--- src/rtl/sclk_ser_pkg.sv ---
// Shared state encoding, parameter limits and counter-width helper for the
// divided-clock serializer.
package sclk_ser_pkg;

    typedef enum logic [1:0] {
        IDLE  = 2'd0,
        ALIGN = 2'd1,
        SHIFT = 2'd2
    } ser_state_t;

    localparam int unsigned DATA_WID_MIN = 32'd2;
    localparam int unsigned DATA_WID_MAX = 32'd32;

    // Smallest bit-counter width able to index data_wid bits (data_wid <= 32).
    function automatic int unsigned f_min_cnt_wid(input int unsigned data_wid);
        int unsigned f;
        f = 32'd1;
        for (int unsigned w = 32'd1; w <= 32'd5; w++) begin
            if ((32'd1 << w) < data_wid) begin
                f = w + 32'd1;
            end
        end
        return f;
    endfunction

endpackage

--- src/rtl/sclk_serializer_if.sv ---
// Word handshake plus framed serial outputs of the serializer; the source
// drives through master, the serializer sits on slave.
interface sclk_serializer_if #(
    parameter int unsigned DATA_WID = 16
);
    logic [DATA_WID-1:0] i_data;
    logic                i_valid;
    logic                o_ready;
    logic                o_sdata;
    logic                o_sclk;
    logic                o_cs_n;
    logic                o_done;

    modport master (
        output i_data,
        output i_valid,
        input  o_ready,
        input  o_sdata,
        input  o_sclk,
        input  o_cs_n,
        input  o_done
    );

    modport slave (
        input  i_data,
        input  i_valid,
        output o_ready,
        output o_sdata,
        output o_sclk,
        output o_cs_n,
        output o_done
    );
endinterface

--- src/rtl/clk_edge_det.sv ---
// One-bit edge detector for a slow signal already synchronous to i_clk;
// reusable by any consumer of a divided clock.
module clk_edge_det (
    input  logic i_clk,
    input  logic i_rstn,
    input  logic i_sig,
    output logic o_rise,
    output logic o_fall
);
    logic r_sig_d;

    // Previous-cycle copy of the monitored signal.
    always_ff @(posedge i_clk or negedge i_rstn) begin
        if (!i_rstn) begin
            r_sig_d <= 1'b0;
        end else begin
            r_sig_d <= i_sig;
        end
    end

    assign o_rise = i_sig & ~r_sig_d;
    assign o_fall = ~i_sig & r_sig_d;
endmodule

--- src/rtl/sclk_serializer.sv ---
// MSB-first word serializer paced by a divided clock treated as data in the
// i_clk domain; each word is framed by an active-low chip select.
module sclk_serializer
    import sclk_ser_pkg::*;
#(
    parameter int unsigned DATA_WID = 16,
    parameter int unsigned CNT_WID  = 5
) (
    input  logic                i_clk,
    input  logic                i_rstn,
    input  logic                i_ce,
    input  logic                i_sclk,
    sclk_serializer_if.slave    bus
);
    localparam logic [CNT_WID-1:0] BITCNT_LOAD = CNT_WID'(DATA_WID - 32'd1);
    localparam logic [CNT_WID-1:0] BITCNT_ONE  = CNT_WID'(32'd1);
    localparam logic [CNT_WID-1:0] BITCNT_ZERO = {CNT_WID{1'b0}};

    if ((DATA_WID < DATA_WID_MIN) || (DATA_WID > DATA_WID_MAX) ||
        (CNT_WID < f_min_cnt_wid(DATA_WID))) begin : g_bad_param
        $error("sclk_serializer: illegal DATA_WID/CNT_WID combination");
    end

    ser_state_t          r_state, w_state_nxt;
    logic [DATA_WID-1:0] r_shreg, w_shreg_nxt;
    logic [CNT_WID-1:0]  r_bitcnt, w_bitcnt_nxt;
    logic                r_sdata, w_sdata_nxt;
    logic                r_sclk, w_sclk_nxt;
    logic                r_cs_n, w_cs_n_nxt;
    logic                r_done, w_done_nxt;
    logic                w_rise, w_fall, w_sclk_d, w_ready, w_accept;

    clk_edge_det u_edge_det (
        .i_clk  (i_clk),
        .i_rstn (i_rstn),
        .i_sig  (i_sclk),
        .o_rise (w_rise),
        .o_fall (w_fall)
    );

    // The detector's delayed copy differs from i_sclk exactly when an edge is flagged.
    assign w_sclk_d = i_sclk ^ (w_rise | w_fall);

    // Masking with r_done keeps an accept out of the end-of-frame cycle.
    assign w_ready  = (r_state == IDLE) & i_ce & ~r_done;
    assign w_accept = bus.i_valid & w_ready;

    // Next-state and datapath decode; everything holds while i_ce is low.
    always_comb begin
        w_state_nxt  = r_state;
        w_shreg_nxt  = r_shreg;
        w_bitcnt_nxt = r_bitcnt;
        w_sdata_nxt  = r_sdata;
        w_sclk_nxt   = r_sclk;
        w_cs_n_nxt   = r_cs_n;
        w_done_nxt   = 1'b0;
        if (i_ce) begin
            w_sclk_nxt = (r_state == SHIFT) ? w_sclk_d : 1'b0;
            case (r_state)
                IDLE: begin
                    if (w_accept) begin
                        w_shreg_nxt  = bus.i_data;
                        w_bitcnt_nxt = BITCNT_LOAD;
                        w_state_nxt  = ALIGN;
                    end else begin
                        w_state_nxt  = IDLE;
                    end
                end
                ALIGN: begin
                    if (w_fall) begin
                        w_cs_n_nxt  = 1'b0;
                        w_sdata_nxt = r_shreg[DATA_WID-1];
                        w_shreg_nxt = {r_shreg[DATA_WID-2:0], 1'b0};
                        w_state_nxt = SHIFT;
                    end else begin
                        w_state_nxt = ALIGN;
                    end
                end
                SHIFT: begin
                    if (w_fall && (r_bitcnt == BITCNT_ZERO)) begin
                        w_cs_n_nxt  = 1'b1;
                        w_sdata_nxt = 1'b0;
                        w_done_nxt  = 1'b1;
                        w_state_nxt = IDLE;
                    end else if (w_fall) begin
                        w_sdata_nxt  = r_shreg[DATA_WID-1];
                        w_shreg_nxt  = {r_shreg[DATA_WID-2:0], 1'b0};
                        w_bitcnt_nxt = r_bitcnt - BITCNT_ONE;
                    end else begin
                        w_state_nxt  = SHIFT;
                    end
                end
                default: begin
                    w_state_nxt = IDLE;
                    w_cs_n_nxt  = 1'b1;
                    w_sdata_nxt = 1'b0;
                    w_sclk_nxt  = 1'b0;
                end
            endcase
        end else begin
            w_state_nxt = r_state;
        end
    end

    // State, shift register, counter and registered outputs.
    always_ff @(posedge i_clk or negedge i_rstn) begin
        if (!i_rstn) begin
            r_state  <= IDLE;
            r_shreg  <= {DATA_WID{1'b0}};
            r_bitcnt <= BITCNT_ZERO;
            r_sdata  <= 1'b0;
            r_sclk   <= 1'b0;
            r_cs_n   <= 1'b1;
            r_done   <= 1'b0;
        end else begin
            r_state  <= w_state_nxt;
            r_shreg  <= w_shreg_nxt;
            r_bitcnt <= w_bitcnt_nxt;
            r_sdata  <= w_sdata_nxt;
            r_sclk   <= w_sclk_nxt;
            r_cs_n   <= w_cs_n_nxt;
            r_done   <= w_done_nxt;
        end
    end

    assign bus.o_ready = w_ready;
    assign bus.o_sdata = r_sdata;
    assign bus.o_sclk  = r_sclk;
    assign bus.o_cs_n  = r_cs_n;
    assign bus.o_done  = r_done;

`ifdef FORMAL
    a_state_legal: assert property (@(posedge i_clk) disable iff (!i_rstn)
        (2'(r_state) != 2'd3));
    a_cs_only_shift: assert property (@(posedge i_clk) disable iff (!i_rstn)
        (r_state != SHIFT) |-> r_cs_n);
    a_ce_hold: assert property (@(posedge i_clk) disable iff (!i_rstn)
        $past(!i_ce) |-> ($stable(r_sdata) && $stable(r_sclk) && $stable(r_cs_n) && !r_done));
    a_done_pulse: assert property (@(posedge i_clk) disable iff (!i_rstn)
        r_done |=> !r_done);
`endif

endmodule

--- src/flat_wrapper.sv ---
// flat-port wrapper written by rule: the top's interface ports become plain ports
module sclk_serializer_flat import sclk_ser_pkg::*;
#(
    parameter int unsigned DATA_WID = 16,
    parameter int unsigned CNT_WID  = 5
)
  (i_clk, i_rstn, i_ce, i_sclk, bus_i_data, bus_i_valid, bus_o_ready, bus_o_sdata, bus_o_sclk, bus_o_cs_n, bus_o_done);
  sclk_serializer_if #(.DATA_WID(DATA_WID)) bus_i ();
  input  logic i_clk;
  input  logic i_rstn;
  input  logic i_ce;
  input  logic i_sclk;
  input wire logic [$bits(bus_i.i_data)-1:0] bus_i_data;
  input wire logic [$bits(bus_i.i_valid)-1:0] bus_i_valid;
  output wire logic [$bits(bus_i.o_ready)-1:0] bus_o_ready;
  output wire logic [$bits(bus_i.o_sdata)-1:0] bus_o_sdata;
  output wire logic [$bits(bus_i.o_sclk)-1:0] bus_o_sclk;
  output wire logic [$bits(bus_i.o_cs_n)-1:0] bus_o_cs_n;
  output wire logic [$bits(bus_i.o_done)-1:0] bus_o_done;
  assign bus_i.i_data = bus_i_data;
  assign bus_i.i_valid = bus_i_valid;
  assign bus_o_ready = bus_i.o_ready;
  assign bus_o_sdata = bus_i.o_sdata;
  assign bus_o_sclk = bus_i.o_sclk;
  assign bus_o_cs_n = bus_i.o_cs_n;
  assign bus_o_done = bus_i.o_done;
  sclk_serializer #(.DATA_WID(DATA_WID), .CNT_WID(CNT_WID)) u_core (.i_clk(i_clk), .i_rstn(i_rstn), .i_ce(i_ce), .i_sclk(i_sclk), .bus(bus_i));
endmodule
--- config.mk ---
export PLATFORM = sky130hd
export DESIGN_NAME = sclk_serializer_flat
export DESIGN_NICKNAME = d
export VERILOG_FILES = /design/src/rtl/sclk_ser_pkg.sv /design/src/rtl/sclk_serializer_if.sv /design/src/rtl/clk_edge_det.sv /design/src/rtl/sclk_serializer.sv /design/src/flat_wrapper.sv
export SDC_FILE = /design/constraint.sdc
export NUM_CORES = 1
export LEC_CHECK = 0
export CORE_MARGIN = 8
export CORE_UTILIZATION = 25
export CTS_CLUSTER_DIAMETER = 200
export DETAILED_ROUTE_END_ITERATION = 7
export DONT_BUFFER_PORTS = 1
export GPL_TIMING_DRIVEN = 0
export PLACE_DENSITY = 0.47
export SETUP_SLACK_MARGIN = 0.3
export SLEW_MARGIN = 5
export SYNTH_ARGS = -nofsm -noshare
export SYNTH_HDL_FRONTEND = slang
export SYNTH_SLANG_ARGS = --single-unit
--- constraint.sdc ---
create_clock -name i_clk -period 2.5 [get_ports i_clk]
set_input_delay 0.375 -clock i_clk [delete_from_list [all_inputs] [get_ports i_clk]]
set_output_delay 0.375 -clock i_clk [all_outputs]
set_load 0.02 [all_outputs]
==> results.cfg <==
[status]
status = finished clean

[grt]
grt_max_degree = 29
grtUsageTotal_pct = 7.424
antenna_found_initial = 0
grt_pass1_wl_um = 5368
grt_pass1_vias = 1110
grt-ovfl-total = 0

[clocking]
htree_levels = 1
clock_latency_ns = 0.27
cts_tree = built
clkTransAtPathRegs_ns = 0.10
root_buffer = clkbuf_8
cts_buffer_depth = 2
cts_sinks = 28
cts_buffers = 3

[layout]
area_growth_pct = 14.65
drive_gt1_share_pct = 36.50
antenna_cells = 0
nets = 165
final_cell_area_um2 = 1812

[power]
power_per_cell_area_nw_per_um2 = 1243
leakage_nw = 0.7640
peakVddDrop_mv = 0.5567

[synth]
synth_area_um2 = 1580
ys_seq_elements = 28
syn_inst = 128
ys_types = 37
synth_seq_area_share_pct = 44.42
syn_nets = 155
ys.warnings.count = 0
avgSynthCellArea_um2 = 12.35

[drt]
vias = 1003
drc_errors = 0
drtAntennaViolNets = 0
vias_per_cell = 4.687
drt_iter0_markers = 46
wl_um = 3226
wire_per_inst_um = 15.07
drt-pass1-iter-count = 4

[sta]
finalClockSkew_ns = 0.003433
worst_pin_slew_ns = 0.4221
timing.setup.tns_ns = 0
fin_crit_ns = 2.089
setup-violations-final = 0
hold_viol_final = 0
rsz0062_at_grt = true
fin_crit_sh_pct = 83.56
timing.fmax_ghz = 0.4787
drv_slew = 0
relSlewSlack_pct = 71.71

[floorplanning]
rows = 29
dieArea_um2 = 9121
core_area_um2 = 6241
die-width_um = 95.51
fp.dieH_um = 95.51
ios = 26
start_util_pct = 25.32

[flow_run]
maxCapViolCount = 0

[worst_hold_path]
hold_path.class = input pin to flop

[place]
postPlaceCellArea_um2 = 1677
place.port_buffers = 0
gp_congestion = 0.7489
dp_hpwl_um = 2419

[setup_path]
cp.arrival_ns = 2.26
required_ns = 2.67
cp_max_fo = 10
crit_path_start_kind = flop
cp-end-kind = flop
path_class = flop to flop
path summary, 6_finish.rpt:
path                                        endpoint  slack [ns]          startpoint  depth (start not counted)
setup reg to reg                   u_core.r_shreg[2]        0.41  u_core.r_bitcnt[0]                          7
hold / removal             u_core.u_edge_det.r_sig_d        0.12              i_sclk                          0
min in group asynchronous          u_core.r_shreg[0]        0.53              i_rstn                          2
hold reg to reg                   u_core.r_shreg[10]        0.51  u_core.r_shreg[10]                          1
setup / recovery                   u_core.r_shreg[2]        0.41  u_core.r_bitcnt[0]                          7
max in group asynchronous          u_core.bus.o_cs_n        1.74              i_rstn                          2
state kept, by name, indices dropped and copies added, names as in the netlist:
signal                     cells
u_core.bus.o_cs_n              1
u_core.r_bitcnt                5
u_core.u_edge_det.r_sig_d      1
u_core.bus.o_sclk              1
u_core.bus.o_sdata             1
u_core.bus.o_done              1
u_core.r_shreg                16
u_core.r_state                 2
cells in the final DEF, fill, tap and decap left out, types with 3 or more instances in the layout:
cell,n
dfrtp_1,27
mux2_2,21
mux2_4,10
inv_1,8
nand2_1,6
a21oi_1,6
ha_1,6
nand2b_1,5
o31ai_1,4
buf_4,4
clkbuf_8,3
through the flow:
stage               total power, W  hold WS [ns]  cells  setup slack (ns)  util [%]
floorplan                 0.001700       0.07941    128            0.5653         -
global placement          0.001857       0.08046    205            0.3380     26.86
detailed placement        0.001896       0.08044    205            0.2933     26.86
CTS                       0.002283        0.1111    211            0.3221     28.59
global route              0.002412        0.1001    214            0.2576     29.03
finish                    0.002252        0.1186    214            0.4111     29.03
power by group:
| group | total [W] | switching (W) | internal (W) |
|---|---|---|---|
| clock | 0.000359 | 0.000145 | 0.000214 |
| combinational | 0.00114 | 0.000488 | 0.000647 |
| sequential | 0.000757 | 0.000121 | 0.000637 |
| total | 0.00225 | 0.000754 | 0.00150 |
critical path: stages, from the launching register on:
cell,delay [ns]
dfrtp_1,0.39
inv_1,0.08
ha_1,0.23
nor4b_4,0.40
nand3_2,0.16
o2111ai_4,0.21
buf_12,0.20
mux2_4,0.30
cells by family after synthesis:
kind of cell | after synthesis | share of synthesized area (%)
muxes | 31 | 24.47
buffers and inverters | 13 | 4.433
AOI/OAI and AO/OA | 24 | 11.24
adders and majority gates | 6 | 4.750
DFF | 28 | 44.42
and+or+nand+nor | 25 | 10.13
xor gates and xnor gates | 1 | 0.5543
cell type report:
class / count / area [um^2]
fillers: 662 / 4429
multi-input cells: 87 / 818.3
flip-flops and latches: 28 / 701.9
well taps: 77 / 96.34
repair buffers: 5 / 52.55
clock buffers: 3 / 41.29
plain buffers: 5 / 41.29
clock inverters: 1 / 30.03
inverters: 8 / 30.03
repair_timing:
action | in CTS | in global routing
resized for setup | 2 | 2
setup endpoints to repair | 9 | 15
buffers inserted | 0 | 3
hold buffers | 2 | 0
hold endpoints to repair | 28 | 0
synth_stat cells, drive strengths merged:
master	n	area, um^2
nor3b	1	7.510
nor4b	1	23.77
a21boi	2	15.01
nand2b	5	31.28
nand3	2	15.01
nand3b	1	7.510
a21oi	7	38.79
clkbuf	1	3.750
nand2	6	22.52
dfrtp	27	675.7
a211oi	1	7.510
xor2	1	8.760
nand4	1	6.260
o2111ai	1	26.28
o22ai	1	6.260
a31oi	1	6.260
a41oi	1	8.760
o2bb2ai	1	8.760
ha	6	75.07
nor3	3	15.01
nor2	1	3.750
a21o	1	7.510
o31ai	5	37.54
o21ai	3	15.01
buf	4	36.28
nor2b	2	12.51
inv	8	30.03
mux2	31	386.6
nand4b	1	8.760
or3	1	6.260
dfstp	1	26.28
layer usage:
layer  part of all wire [%]  global-route usage (%)  wire length [um]
met1                     42                   8.248              1366
met2                     48                   12.03              1546
met3                    8.8                   3.780               284
met4                   0.87                   2.561                28
met5                      0                       0                 0
Power figures use the tool's default switching activity.
